<file path="src/rtl/spi_arbiter.sv">
// Round-robin arbiter/sequencer sharing one SPI controller between NREQ requesters.
// Latency: req sampled at edge k -> gnt at k+1, ctrl_en at k+2; ack one cycle after ctrl_busy=0 in DRAIN.
// Backpressure: req is level-held by each requester; the controller stalls us via ctrl_done/ctrl_busy.
// Optional watchdog abort is enabled by defining SPI_ARB_TIMEOUT_EN.
module spi_arbiter #(
    parameter int NREQ    = 4,
    parameter int TIMEOUT = 255
) (
    input  logic              clk,
    input  logic              rst_n,
    input  logic [NREQ-1:0]   req,
    input  logic [NREQ-1:0]   cfg_cpol,
    input  logic [NREQ-1:0]   cfg_cpha,
    input  logic [4*NREQ-1:0] cfg_len,
    output logic [NREQ-1:0]   gnt,
    output logic [NREQ-1:0]   ack,
    output logic [NREQ-1:0]   err,
    output logic              busy,
    output logic              ctrl_en,
    output logic              ctrl_rst,
    output logic              ctrl_cpol,
    output logic              ctrl_cpha,
    output logic [3:0]        ctrl_xfer_len,
    input  logic              ctrl_busy,
    input  logic              ctrl_done,
    input  logic              ctrl_ss,
    output logic [NREQ-1:0]   ss_n
);

    localparam int PW = (NREQ > 1) ? $clog2(NREQ) : 1;

`ifdef SPI_ARB_TIMEOUT_EN
    typedef enum logic [2:0] {IDLE, SETUP, RUN, DRAIN, RESP, ABORT} state_t;
    localparam int CW = ($clog2(TIMEOUT + 1) > 8) ? $clog2(TIMEOUT + 1) : 8;
    logic [CW-1:0]   tmr;
    logic            tmr_hit;
    logic [NREQ-1:0] err_q;
    logic            ctrl_rst_q;
`else
    typedef enum logic [2:0] {IDLE, SETUP, RUN, DRAIN, RESP} state_t;
`endif

    state_t          state;
    logic [PW-1:0]   rr_ptr;
    logic [PW-1:0]   winner;
    logic [PW-1:0]   next_ptr;
    logic            found;
    logic [PW:0]     idx;
    logic [NREQ-1:0] win_oh;

    // Search upward from rr_ptr with wrap; first requesting index wins.
    always_comb begin
        winner = '0;
        found  = 1'b0;
        idx    = '0;
        for (int i = 0; i < NREQ; i++) begin
            idx = {1'b0, rr_ptr} + (PW+1)'(i);
            if (idx >= (PW+1)'(NREQ)) begin
                idx = idx - (PW+1)'(NREQ);
            end
            if (!found && req[idx[PW-1:0]]) begin
                found  = 1'b1;
                winner = idx[PW-1:0];
            end
        end
    end

    assign win_oh   = NREQ'(1) << winner;
    assign next_ptr = (winner == PW'(NREQ - 1)) ? '0 : winner + 1'b1;

    // Slave select follows the controller only for the granted requester; idle lines stay high.
    assign ss_n = ~(gnt & {NREQ{~ctrl_ss}});

`ifdef SPI_ARB_TIMEOUT_EN
    // The counter lands on TIMEOUT at this edge.
    assign tmr_hit  = (tmr == CW'(TIMEOUT - 1));
    assign err      = err_q;
    assign ctrl_rst = ctrl_rst_q;
`else
    assign err      = '0;
    assign ctrl_rst = 1'b0;
`endif

    // Transaction sequencer; every output is registered and reflects the state entered.
    always_ff @(posedge clk or negedge rst_n) begin
        if (!rst_n) begin
            state         <= IDLE;
            rr_ptr        <= '0;
            gnt           <= '0;
            ack           <= '0;
            busy          <= 1'b0;
            ctrl_en       <= 1'b0;
            ctrl_cpol     <= 1'b0;
            ctrl_cpha     <= 1'b0;
            ctrl_xfer_len <= '0;
`ifdef SPI_ARB_TIMEOUT_EN
            tmr           <= '0;
            err_q         <= '0;
            ctrl_rst_q    <= 1'b0;
`endif
        end else begin
            case (state)
                IDLE: begin
                    if (found) begin
                        gnt           <= win_oh;
                        ctrl_cpol     <= cfg_cpol[winner];
                        ctrl_cpha     <= cfg_cpha[winner];
                        ctrl_xfer_len <= cfg_len[{winner, 2'b00} +: 4];
                        rr_ptr        <= next_ptr;
                        busy          <= 1'b1;
                        state         <= SETUP;
                    end
                end
                SETUP: begin
                    ctrl_en <= 1'b1;
`ifdef SPI_ARB_TIMEOUT_EN
                    tmr     <= '0;
`endif
                    state   <= RUN;
                end
                RUN: begin
`ifdef SPI_ARB_TIMEOUT_EN
                    tmr <= tmr + 1'b1;
                    if (tmr_hit) begin
                        ctrl_en    <= 1'b0;
                        ctrl_rst_q <= 1'b1;
                        tmr        <= '0;
                        state      <= ABORT;
                    end else
`endif
                    if (ctrl_done) begin
                        ctrl_en <= 1'b0;
                        state   <= DRAIN;
                    end
                end
                DRAIN: begin
`ifdef SPI_ARB_TIMEOUT_EN
                    tmr <= tmr + 1'b1;
                    if (tmr_hit) begin
                        ctrl_rst_q <= 1'b1;
                        tmr        <= '0;
                        state      <= ABORT;
                    end else
`endif
                    if (!ctrl_busy) begin
                        ack   <= gnt;
                        state <= RESP;
                    end
                end
`ifdef SPI_ARB_TIMEOUT_EN
                ABORT: begin
                    // Hold the controller in reset for two cycles, then report.
                    if (tmr[0]) begin
                        ctrl_rst_q <= 1'b0;
                        ack        <= gnt;
                        err_q      <= gnt;
                        state      <= RESP;
                    end else begin
                        tmr <= tmr + 1'b1;
                    end
                end
`endif
                RESP: begin
                    ack   <= '0;
`ifdef SPI_ARB_TIMEOUT_EN
                    err_q <= '0;
`endif
                    gnt   <= '0;
                    busy  <= 1'b0;
                    state <= IDLE;
                end
                default: state <= IDLE;
            endcase
        end
    end

endmodule

</file>
<file path="config.mk">
export PLATFORM = sky130hd
export DESIGN_NAME = spi_arbiter
export DESIGN_NICKNAME = d
export VERILOG_FILES = /design/src/rtl/spi_arbiter.sv
export SDC_FILE = /design/constraint.sdc
export NUM_CORES = 1
export LEC_CHECK = 0
export BUFFER_PORTS_ARGS = -buffer_cell sky130_fd_sc_hd__clkbuf_2
export CAP_MARGIN = 40
export CORE_MARGIN = 10
export CORE_UTILIZATION = 47
export DETAILED_ROUTE_END_ITERATION = 16
export PLACE_DENSITY = 0.75
export SYNTH_ARGS = -nofsm -noshare
export SYNTH_HDL_FRONTEND = slang
export SYNTH_SLANG_ARGS = --single-unit
</file>
<file path="constraint.sdc">
create_clock -name clk -period 2.5 [get_ports clk]
set_input_delay 0.125 -clock clk [delete_from_list [all_inputs] [get_ports clk]]
set_output_delay 0.125 -clock clk [all_outputs]
set_load 0.02 [all_outputs]
</file>
==> out/qor.log, run 1 <==
[global_route] antenna violations before repair 0
[layout] layout overhead on the synthesized area 22.54%
[synth] top_reg_cell synth sky130_fd_sc_hd__dfrtp_1
[floorplan] area of the placeable core 2734 um2
[clocking] root buf cell sky130_fd_sc_hd__clkbuf_4
[global_route] wire length of the first global-routing pass 5858 um
[drt] routed via count divided by cell count 5.418
[setup_path] CP required 2.72 ns
[layout] layout net count 232
[timing] setup violation total in the final timing report 0
[clocking] clock latency on the worst-skew pair 0.31 ns
[setup_path] crit path DAT 2.16 ns
[layout] commonest non-fill, non-tap cell in the layout sky130_fd_sc_hd__clkbuf_2
[timing] count of final hold-check violations 0
[floorplan] Core Rows 19
[timing] final setup skew 0.0007018 ns
[timing] Sum Neg Setup Slack 0 ns
[power] power density over cell area 1041 nW/um2
[synth] async set-or-reset flop fraction in the synthesized netlist 100.0%
[timing] setup repair after global routing missed its margin false
[layout] Final Instance Area 1639 um2
[setup_path] element type at the critical path end flop
[clocking] Sink Count 21
[synth] Post-Syn Area per Cell 9.419 um2
[setup_path] CP Class flop to flop
[synth] number of synthesized register bits 21
[floorplan] DIE WIDTH 73.35 um
[layout] most frequent cells in the layout 52 x sky130_fd_sc_hd__clkbuf_2, 22 x sky130_fd_sc_hd__nand2_1, 21 x sky130_fd_sc_hd__dfrtp_1
[global_route] total track usage 13.34%
[setup_path] Max Fanout on Critical Path 10
[global_route] maximum number of pins on one net before global-route repair 22
[synth] fraction of the yosys area taken by sequential cells 39.29%
[clocking] CTS buffer count 3
[global_route] vias in the first global route 1,367
[layout] total inserted antenna cells 0
[clocking] post-cts repair resize count 0
[placement] hpwl dp 2853 um
[floorplan] Die Area 5379 um2
[synth] Synth Cell Area 1338 um2
[flow_run] Max-Cap Viols 0
[power] total leakage power 0.8537 nW
[placement] cell area after placement 1602 um2
[floorplan] Initial Util 48.92%
[floorplan] number of placed I/O pins 58
[clocking] maximum level of the CTS H-tree 1
[drt] antenna violation net count after detailed routing 0
[timing] post-route clock period utilization 77.65%
[drt] number of iterations in the first detailed-routing pass 4
[hold_path] type of the tightest min-delay check primary input to flop
[synth] cells after synthesis 142
[timing] clock period minus final worst setup slack 1.941 ns
[drt] DRT Wirelength 3532 um
[layout] Final Core Density 59.95%
[timing] Final Max Slew Viols 0
[floorplan] Die Y 73.35 um
[timing] actual slew at the worst max-slew pin 0.6200 ns
[synth] warning count from the yosys run 0
[placement] number of port buffers 52
[synth] synth unique cells 37
[drt] First DRT Iteration DRCs 55
[placement] weighted congestion reported at the end of routability-driven placement 0.8227
[clocking] Clock Path Buffers 2
[clocking] number of buffers inserted by post-CTS setup repair 0
[timing] f_max 0.5151 GHz
[drt] Post-route DRC 0
[layout] layout cell share with drive strength beyond 1 37.11%
[synth] number of synthesized flops with an enable pin 0
[global_route] residual overflow from global routing 0
[clocking] number of hold-repair buffers added at the cts stage 1
[setup_path] type of origin of the critical path flop
[timing] normalized max-slew margin 58.23%
[drt] Avg WL per Cell 15.70 um
[drt] number of vias after detailed routing 1,219
[run_status] result of the run completed
[clocking] clock transition at the registers of the reported paths 0.12 ns
[power] highest ir drop seen on vdd 0.6636 mV
[clocking] clock tree from TritonCTS built
## path summary, 6_finish.rpt
kind	startpoint	end	slack [ns]	cells past startpoint
setup reg to reg	rr_ptr[1]	gnt[0]	0.56	7
hold reg to reg	busy	busy	0.50	2
setup / recovery	rr_ptr[1]	gnt[0]	0.56	7
max in group asynchronous	rst_n	ctrl_xfer_len[2]	1.84	2
min in group asynchronous	rst_n	ack[2]	0.31	2
hold / removal	ctrl_busy	state[0]	0.10	3
## state kept, by name, summed over array words and instances (netlist names)
signal,count
ack,4
ctrl_xfer_len,4
gnt,4
state,3
rr_ptr,2
busy,1
ctrl_cpha,1
ctrl_cpol,1
ctrl_en,1
## per-layer routing
metal | vias up | GRT usage, % | wire (um)
met1 | 570 | 13.71 | 1400
li1 | 602 | - | -
met4 | 0 | 5.797 | 53
met3 | 6 | 5.249 | 322
met5 | - | 0 | 0
met2 | 41 | 23.40 | 1755
## cells by family after synthesis
family	synth area share (%)
muxes	8.232
and+or+nand+nor	25.54
other	0.2804
adders and majority gates	3.742
buffers and inverters	4.863
AOI/OAI and AO/OA	18.05
DFF	39.29
## power breakdown
part           internal, W  total (W)  switching [W]
clock            0.0000598   0.000170       0.000110
sequential        0.000480   0.000611       0.000131
combinational     0.000352   0.000925       0.000573
total             0.000892    0.00171       0.000814
## cell type report
| type | count | area [um2] |
|---|---|---|
| clock buffer | 3 | 22.52 |
| clock inverter | 1 | 5.005 |
| inverter | 2 | 7.507 |
| fill | 251 | 1095 |
| multi-input combinational | 113 | 762.0 |
| sequential | 21 | 525.5 |
| tap | 31 | 38.79 |
| timing repair buffer | 54 | 277.8 |
## synth_stat cells (all sizes together) (2+ instances only)
| library cell | count | area [um2] |
|---|---|---|
| a211o | 6 | 52.55 |
| nor3 | 3 | 26.28 |
| nor2 | 16 | 60.06 |
| nand2b | 5 | 31.28 |
| mux2i | 11 | 110.1 |
| nand3 | 4 | 20.02 |
| buf | 7 | 46.29 |
| dfrtp | 21 | 525.5 |
| clkbuf | 3 | 11.26 |
| a21oi | 3 | 26.28 |
| ha | 4 | 50.05 |
| nand2 | 23 | 88.84 |
| o31ai | 6 | 45.04 |
| and2 | 2 | 12.51 |
| o211ai | 6 | 75.07 |
| inv | 2 | 7.500 |
| nand4 | 6 | 37.54 |
## through the flow
stage	cells	hold slack (ns)	setup WS (ns)	total power, W
after detailed placement	220	0.1392	0.5637	0.001554
after global placement	220	0.1287	0.6532	0.001511
final	225	0.1013	0.5586	0.001706
after floorplan	146	-0.1706	0.7693	0.001281
after global routing	225	0.1074	0.4191	0.001848
after CTS	225	0.08904	0.5370	0.001733
## worst max-delay path, stage by stage (launching register included)
cell and delay (ns):
sky130_fd_sc_hd__dfrtp_1 0.46, sky130_fd_sc_hd__nor2b_2 0.19, sky130_fd_sc_hd__o21a_4 0.25, sky130_fd_sc_hd__nor3_4 0.47
sky130_fd_sc_hd__inv_1 0.14, sky130_fd_sc_hd__ha_1 0.23, sky130_fd_sc_hd__nand2_1 0.06, sky130_fd_sc_hd__nand2_1 0.04
(Power assumes the default switching activity.)
==> run 2, diff against run 1 <==
--- a/config.mk
+++ b/config.mk
@@ -8,9 +8,9 @@
 export BUFFER_PORTS_ARGS = -buffer_cell sky130_fd_sc_hd__clkbuf_2
 export CAP_MARGIN = 40
 export CORE_MARGIN = 10
-export CORE_UTILIZATION = 47
+export CORE_UTILIZATION = 42
 export DETAILED_ROUTE_END_ITERATION = 16
-export PLACE_DENSITY = 0.75
+export PLACE_DENSITY = 0.71
 export SYNTH_ARGS = -nofsm -noshare
 export SYNTH_HDL_FRONTEND = slang
 export SYNTH_SLANG_ARGS = --single-unit
==> constraint.sdc (replaced) <==
create_clock -name clk -period 1.6 [get_ports clk]
set_input_delay 0.08 -clock clk [delete_from_list [all_inputs] [get_ports clk]]
set_output_delay 0.08 -clock clk [all_outputs]
set_load 0.02 [all_outputs]
==> out/qor.log, run 2 (same netlist as run 1, synthesis figures left out) <==
[setup_path] biggest cell delay along the critical path 0.47 ns [about the same]
[setup_path] worst setup path startpoint rr_ptr[1]
[layout] layout net count 247 [+6.5%]
[drt] routed via count divided by cell count 5.126 [-5.4%]
[drt] DRT Wirelength 4134 um [+17%]
[clocking] Clock Path Buffers 2 [unchanged]
[hold_path] type of the tightest min-delay check primary input to flop
[power] total leakage power 0.9266 nW [+8.5%]
[drt] Post-route DRC 0 [unchanged]
[clocking] clock transition at the registers of the reported paths 0.13 ns [about the same]
[placement] number of port buffers 52 [unchanged]
[drt] number of vias after detailed routing 1,297 [+6.4%]
[floorplan] Initial Util 43.81% [-5.1 points]
[setup_path] element type at the critical path end flop
[clocking] clock tree from TritonCTS built
[layout] layout overhead on the synthesized area 40.41%
[setup_path] CP Class flop to flop
[hold_path] startpoint of the worst hold path cfg_len[1]
[placement] worst setup slack after placement -0.1054 ns [-0.6692 ns]
[timing] final setup skew 0.007321 ns [+0.006619 ns]
[timing] setup repair after global routing missed its margin true
[drt] First DRT Iteration DRCs 25 [-55%]
[placement] weighted congestion reported at the end of routability-driven placement 0.8059 [-2.0%]
[flow_run] Max-Cap Viols 0 [unchanged]
[layout] layout cell share with drive strength beyond 1 51.67% [+15 points]
[layout] commonest non-fill, non-tap cell in the layout sky130_fd_sc_hd__clkbuf_2
[layout] leading registers by flop count ack x4, ctrl_xfer_len x4, gnt x4
[setup_path] crit path DAT 1.89 ns [-0.27 ns]
[placement] hpwl dp 3241 um [+14%]
[setup_path] Max Fanout on Critical Path 9 [-1]
[clocking] Sink Count 21 [unchanged]
[timing] clock period minus final worst setup slack 1.644 ns [-0.2975 ns]
[floorplan] Die Y 76.43 um [+4.2%]
[global_route] antenna violations before repair 0 [unchanged]
[layout] most frequent cells in the layout 52 x sky130_fd_sc_hd__clkbuf_2, 21 x sky130_fd_sc_hd__nand2_1, 19 x sky130_fd_sc_hd__dfrtp_1
[setup_path] combined buffer and inverter count along the critical path 2 [+1]
[timing] f_max 0.6083 GHz [+18%]
[setup_path] cells along the critical path buf_6 -> nor3b_4 -> a211oi_2 -> nor2_2 -> inv_2 -> a211o_1 -> o211ai_2
[layout] Final Core Density 61.52% [+1.6 points]
[global_route] wire length of the first global-routing pass 6479 um [+11%]
[setup_path] R2R Path Start rr_ptr[1]
[timing] normalized max-slew margin 64.26% [+6.0 points]
[global_route] residual overflow from global routing 0 [unchanged]
[setup_path] CP delay by family, top flip-flops
[floorplan] number of placed I/O pins 58 [unchanged]
[timing] setup violation total in the final timing report 6 [+6]
[clocking] maximum level of the CTS H-tree 1 [unchanged]
[power] power density over cell area 1632 nW/um2 [+57%]
[setup_path] master of the slowest instance on the critical path sky130_fd_sc_hd__dfrtp_2
[timing] post-route clock period utilization 102.7% [+25 points]
[setup_path] type of origin of the critical path flop
[clocking] clock latency on the worst-skew pair 0.31 ns [about the same]
[floorplan] Die Area 5842 um2 [+8.6%]
[clocking] root buf cell sky130_fd_sc_hd__clkbuf_4
[drt] antenna violation net count after detailed routing 0 [unchanged]
[timing] count of final hold-check violations 0 [unchanged]
[timing] actual slew at the worst max-slew pin 0.5361 ns [-0.08392 ns]
[run_status] violations in the final reports negative setup slack
[global_route] total track usage 13.19% [-0.15 points]
[global_route] vias in the first global route 1,371 [+0.29%]
[timing] Final Max Slew Viols 0 [unchanged]
[power] highest ir drop seen on vdd 0.6560 mV [-1.1%]
[floorplan] DIE WIDTH 76.43 um [+4.2%]
[layout] Fill cells 277 [+10%]
[run_status] result of the run complete, but fails checks
[floorplan] Core Rows 20 [+1]
[setup_path] CP required 1.85 ns [-0.87 ns]
[floorplan] area of the placeable core 3053 um2 [+12%]
[timing] worst path setup slack after routing -0.04386 ns [-0.6025 ns]
[clocking] CTS buffer count 3 [unchanged]
[drt] Avg WL per Cell 16.34 um [+4.1%]
[layout] total inserted antenna cells 0 [unchanged]
[global_route] maximum number of pins on one net before global-route repair 22 [unchanged]
[drt] number of iterations in the first detailed-routing pass 4 [unchanged]
[run 2: final cells by class]
class / instances / area, um2 / area share (%)
clock inverter: 1 / 5.005 / 0.2665
clock buffer: 3 / 22.52 / 1.199
multi-input combinational: 113 / 854.6 / 45.50
inverter: 2 / 7.507 / 0.3997
timing repair buffer: 69 / 405.4 / 21.59
tap: 44 / 55.05 / 2.931
sequential: 21 / 528.0 / 28.11
[run 2: routing by layer]
layer	vias to the layer above	routed length, um	track usage (%)
li1	629	-	-
met1	612	1672	14.74
met2	50	2020	21.77
met3	6	391	6.840
met4	0	50	2.974
met5	-	0	0
[run 2: worst paths after layout]
check	to	slack (ns)	cells past startpoint
hold reg to reg	busy	0.50	2
min in group asynchronous	ctrl_en	0.26	2
setup reg to reg	ctrl_xfer_len[0]	-0.04	7
max in group asynchronous	rr_ptr[0]	0.96	2
hold / removal	ctrl_xfer_len[1]	0.05	3
setup / recovery	ctrl_xfer_len[0]	-0.04	7
[run 2: report_power, final]
part	switching, W	internal [W]	total (W)	leakage, nW
Combinational	0.00106	0.000793	0.00186	0.648
Sequential	0.000176	0.000756	0.000932	0.261
Clock	0.000181	0.0000935	0.000274	0.0177
Total	0.00142	0.00164	0.00306	0.927
[run 2: timing repair]
action | in CTS | in global routing
hold buffers | 1 | 0
hold endpoints to repair | 21 | 0
setup buffers | 2 | 0
gates resized for setup | 4 | 22
setup endpoints to repair | 11 | 11
pin swaps | 1 | 4
[run 2: worst register-to-register path, stage by stage (launching register included)]
cell	delay (ns)
sky130_fd_sc_hd__dfrtp_2	0.47
sky130_fd_sc_hd__buf_6	0.14
sky130_fd_sc_hd__nor3b_4	0.22
sky130_fd_sc_hd__a211oi_2	0.09
sky130_fd_sc_hd__nor2_2	0.17
sky130_fd_sc_hd__inv_2	0.12
sky130_fd_sc_hd__a211o_1	0.30
sky130_fd_sc_hd__o211ai_2	0.07
[run 2: stage by stage]
stage	cells	cell area [um2]	hold WS (ns)	power, W	setup TNS, ns
final	253	1878	0.05056	0.003064	-0.2219
after global routing	253	1878	0.07457	0.003299	-0.7555
after CTS	253	1790	0.05420	0.002923	-0.01000
after detailed placement	246	1725	0.08584	0.002598	-0.5555
after global placement	246	1725	0.07512	0.002543	-0.1669
after floorplan	146	1363	-0.2156	0.002010	-0.05515
==> run 3, diff against run 2 <==
--- a/config.mk
+++ b/config.mk
@@ -11,6 +11,7 @@
 export CORE_UTILIZATION = 42
 export DETAILED_ROUTE_END_ITERATION = 16
 export PLACE_DENSITY = 0.71
+export SETUP_SLACK_MARGIN = 0.5
 export SYNTH_ARGS = -nofsm -noshare
 export SYNTH_HDL_FRONTEND = slang
 export SYNTH_SLANG_ARGS = --single-unit
==> out/qor.log, run 3 (same netlist as run 1, synthesis figures left out) <==
[setup_path] type of origin of the critical path flop
[timing] final setup skew 0.001323 ns [-0.005998 ns]
[layout] commonest non-fill, non-tap cell in the layout sky130_fd_sc_hd__clkbuf_2
[global_route] residual overflow from global routing 0 [unchanged]
[floorplan] number of placed I/O pins 58 [unchanged]
[layout] most frequent cells in the layout 48 x sky130_fd_sc_hd__clkbuf_2, 19 x sky130_fd_sc_hd__dfrtp_1, 17 x sky130_fd_sc_hd__nand2_1
[run_status] result of the run complete, but fails checks
[drt] Post-route DRC 0 [unchanged]
[clocking] clock tree from TritonCTS built
[setup_path] Max Fanout on Critical Path 8 [-1]
[drt] First DRT Iteration DRCs 37 [+48%]
[clocking] clock transition at the registers of the reported paths 0.12 ns [about the same]
[timing] Final Max Slew Viols 0 [unchanged]
[layout] leading registers by flop count ack x4, ctrl_xfer_len x4, gnt x4
[flow_run] Max-Cap Viols 0 [unchanged]
[timing] post-route clock period utilization 100.7% [-2.0 points]
[placement] weighted congestion reported at the end of routability-driven placement 0.8312 [+3.1%]
[placement] number of port buffers 52 [unchanged]
[layout] Fill cells 241 [-13%]
[drt] uppermost layer routed met4
[setup_path] element type at the critical path end flop
[clocking] maximum level of the CTS H-tree 1 [unchanged]
[drt] routed via count divided by cell count 5.092 [-0.67%]
[global_route] maximum number of pins on one net before global-route repair 22 [unchanged]
[drt] Avg WL per Cell 15.87 um [-2.9%]
[timing] actual slew at the worst max-slew pin 0.5326 ns [-0.003538 ns]
[drt] antenna violation net count after detailed routing 0 [unchanged]
[clocking] Sink Count 21 [unchanged]
[global_route] total track usage 13.12% [-0.076 points]
[run_status] violations in the final reports negative setup slack
[global_route] wire length of the first global-routing pass 6582 um [+1.6%]
[hold_path] type of the tightest min-delay check primary input to flop
[clocking] CTS buffer count 3 [unchanged]
[timing] setup violation total in the final timing report 3 [-3]
[setup_path] CP Class flop to flop
[floorplan] Core Rows 20 [unchanged]
[floorplan] area of the placeable core 3053 um2 [unchanged]
[drt] number of iterations in the first detailed-routing pass 4 [unchanged]
[drt] metal1 wirelength 1786 um [+6.8%]
[global_route] antenna violations before repair 0 [unchanged]
[floorplan] DIE WIDTH 76.43 um [unchanged]
[timing] Hold WS 0.06202 ns [+0.01146 ns]
[setup_path] crit path DAT 1.82 ns [-0.07 ns]
[placement] worst setup slack after placement -0.04487 ns [+0.06056 ns]
[floorplan] Die Y 76.43 um [unchanged]
[drt] DRT Wirelength 4127 um [-0.17%]
[layout] layout cell share with drive strength beyond 1 53.70% [+2.0 points]
[timing] setup repair after global routing missed its margin true
[layout] total inserted antenna cells 0 [unchanged]
[timing] worst path setup slack after routing -0.01167 ns [+0.03219 ns]
[clocking] root buf cell sky130_fd_sc_hd__clkbuf_4
[timing] clock period minus final worst setup slack 1.612 ns [-0.03219 ns]
[drt] Met2 Routed Length 1945 um [-3.7%]
[clocking] clock latency on the worst-skew pair 0.31 ns [about the same]
[power] highest ir drop seen on vdd 0.8034 mV [+22%]
[timing] normalized max-slew margin 64.49% [+0.24 points]
[drt] sum of met3 wire segment lengths after detailed routing 330 um [-16%]
[layout] layout overhead on the synthesized area 51.54%
[layout] layout net count 254 [+2.8%]
[timing] f_max 0.6205 GHz [+2.0%]
[power] total leakage power 1.004 nW [+8.4%]
[timing] count of final hold-check violations 0 [unchanged]
[floorplan] Die Area 5842 um2 [unchanged]
[setup_path] CP required 1.81 ns [-0.04 ns]
[global_route] vias in the first global route 1,389 [+1.3%]
[placement] hpwl dp 2940 um [-9.3%]
[floorplan] Initial Util 43.81% [unchanged]
[drt] number of vias after detailed routing 1,324 [+2.1%]
[power] power density over cell area 1671 nW/um2 [+2.4%]
[clocking] Clock Path Buffers 2 [unchanged]
## run 3: stage by stage
stage               utilization (%)    TNS, ns  std cells  area, um2  power (W)
floorplan                         -   -0.05511        146       1385   0.002047
global placement              56.15   -0.02655        243       1714   0.002530
detailed placement            56.15    -0.2532        243       1714   0.002589
CTS                           60.29  -0.007386        252       1841   0.003034
global route                  66.39    -0.5243        260       2027   0.003633
finish                        66.39   -0.01532        260       2027   0.003386
## run 3: cell type report
class | instances | area [um2] | area share, %
Multi-Input combinational cell | 114 | 907.1 | 44.75
Inverter | 2 | 10.01 | 0.4938
Clock inverter | 1 | 5.005 | 0.2469
Sequential cell | 21 | 528.0 | 26.05
Clock buffer | 3 | 22.52 | 1.111
Tap cell | 44 | 55.05 | 2.716
Timing Repair Buffer | 75 | 499.2 | 24.63
## run 3: report_power, final
group          internal [W]  total [W]  switching [W]
registers          0.000755   0.000957       0.000202
clock network     0.0000936   0.000267       0.000174
logic              0.000999    0.00216        0.00116
## run 3: metal layers
layer | vias up | track usage [%]
li1 | 644 | -
met1 | 616 | 15.82
met2 | 57 | 20.41
met3 | 7 | 6.132
met4 | 0 | 3.532
met5 | - | 0
## run 3: critical path, stage by stage (launching register included)
cell and delay [ns]:
sky130_fd_sc_hd__dfrtp_2 0.47, sky130_fd_sc_hd__nor2b_4 0.14, sky130_fd_sc_hd__o21a_4 0.21, sky130_fd_sc_hd__nor3_4 0.14, sky130_fd_sc_hd__buf_6 0.19, sky130_fd_sc_hd__mux2i_1 0.27, sky130_fd_sc_hd__o211ai_2 0.09
## run 3: final timing paths
kind                                       start               end  slack, ns  cells past startpoint
worst max-delay path                   rr_ptr[1]  ctrl_xfer_len[2]      -0.01                      6
worst min-delay path                  cfg_len[3]  ctrl_xfer_len[3]       0.06                      3
worst max register to register         rr_ptr[1]  ctrl_xfer_len[2]      -0.01                      6
worst min register to register  ctrl_xfer_len[3]  ctrl_xfer_len[3]       0.51                      2
max in group asynchronous                  rst_n         rr_ptr[1]       0.94                      2
min in group asynchronous                  rst_n            ack[3]       0.28                      2
## run 3: repair_timing
action / CTS / global route
setup endpoints to repair: 18 / 24
cloned: 1 / 0
hold buffers: 1 / 0
pin swaps: 9 / 9
resized for setup: 16 / 30
setup buffers: 3 / 8
endpoints found under the hold margin: 21 / 0
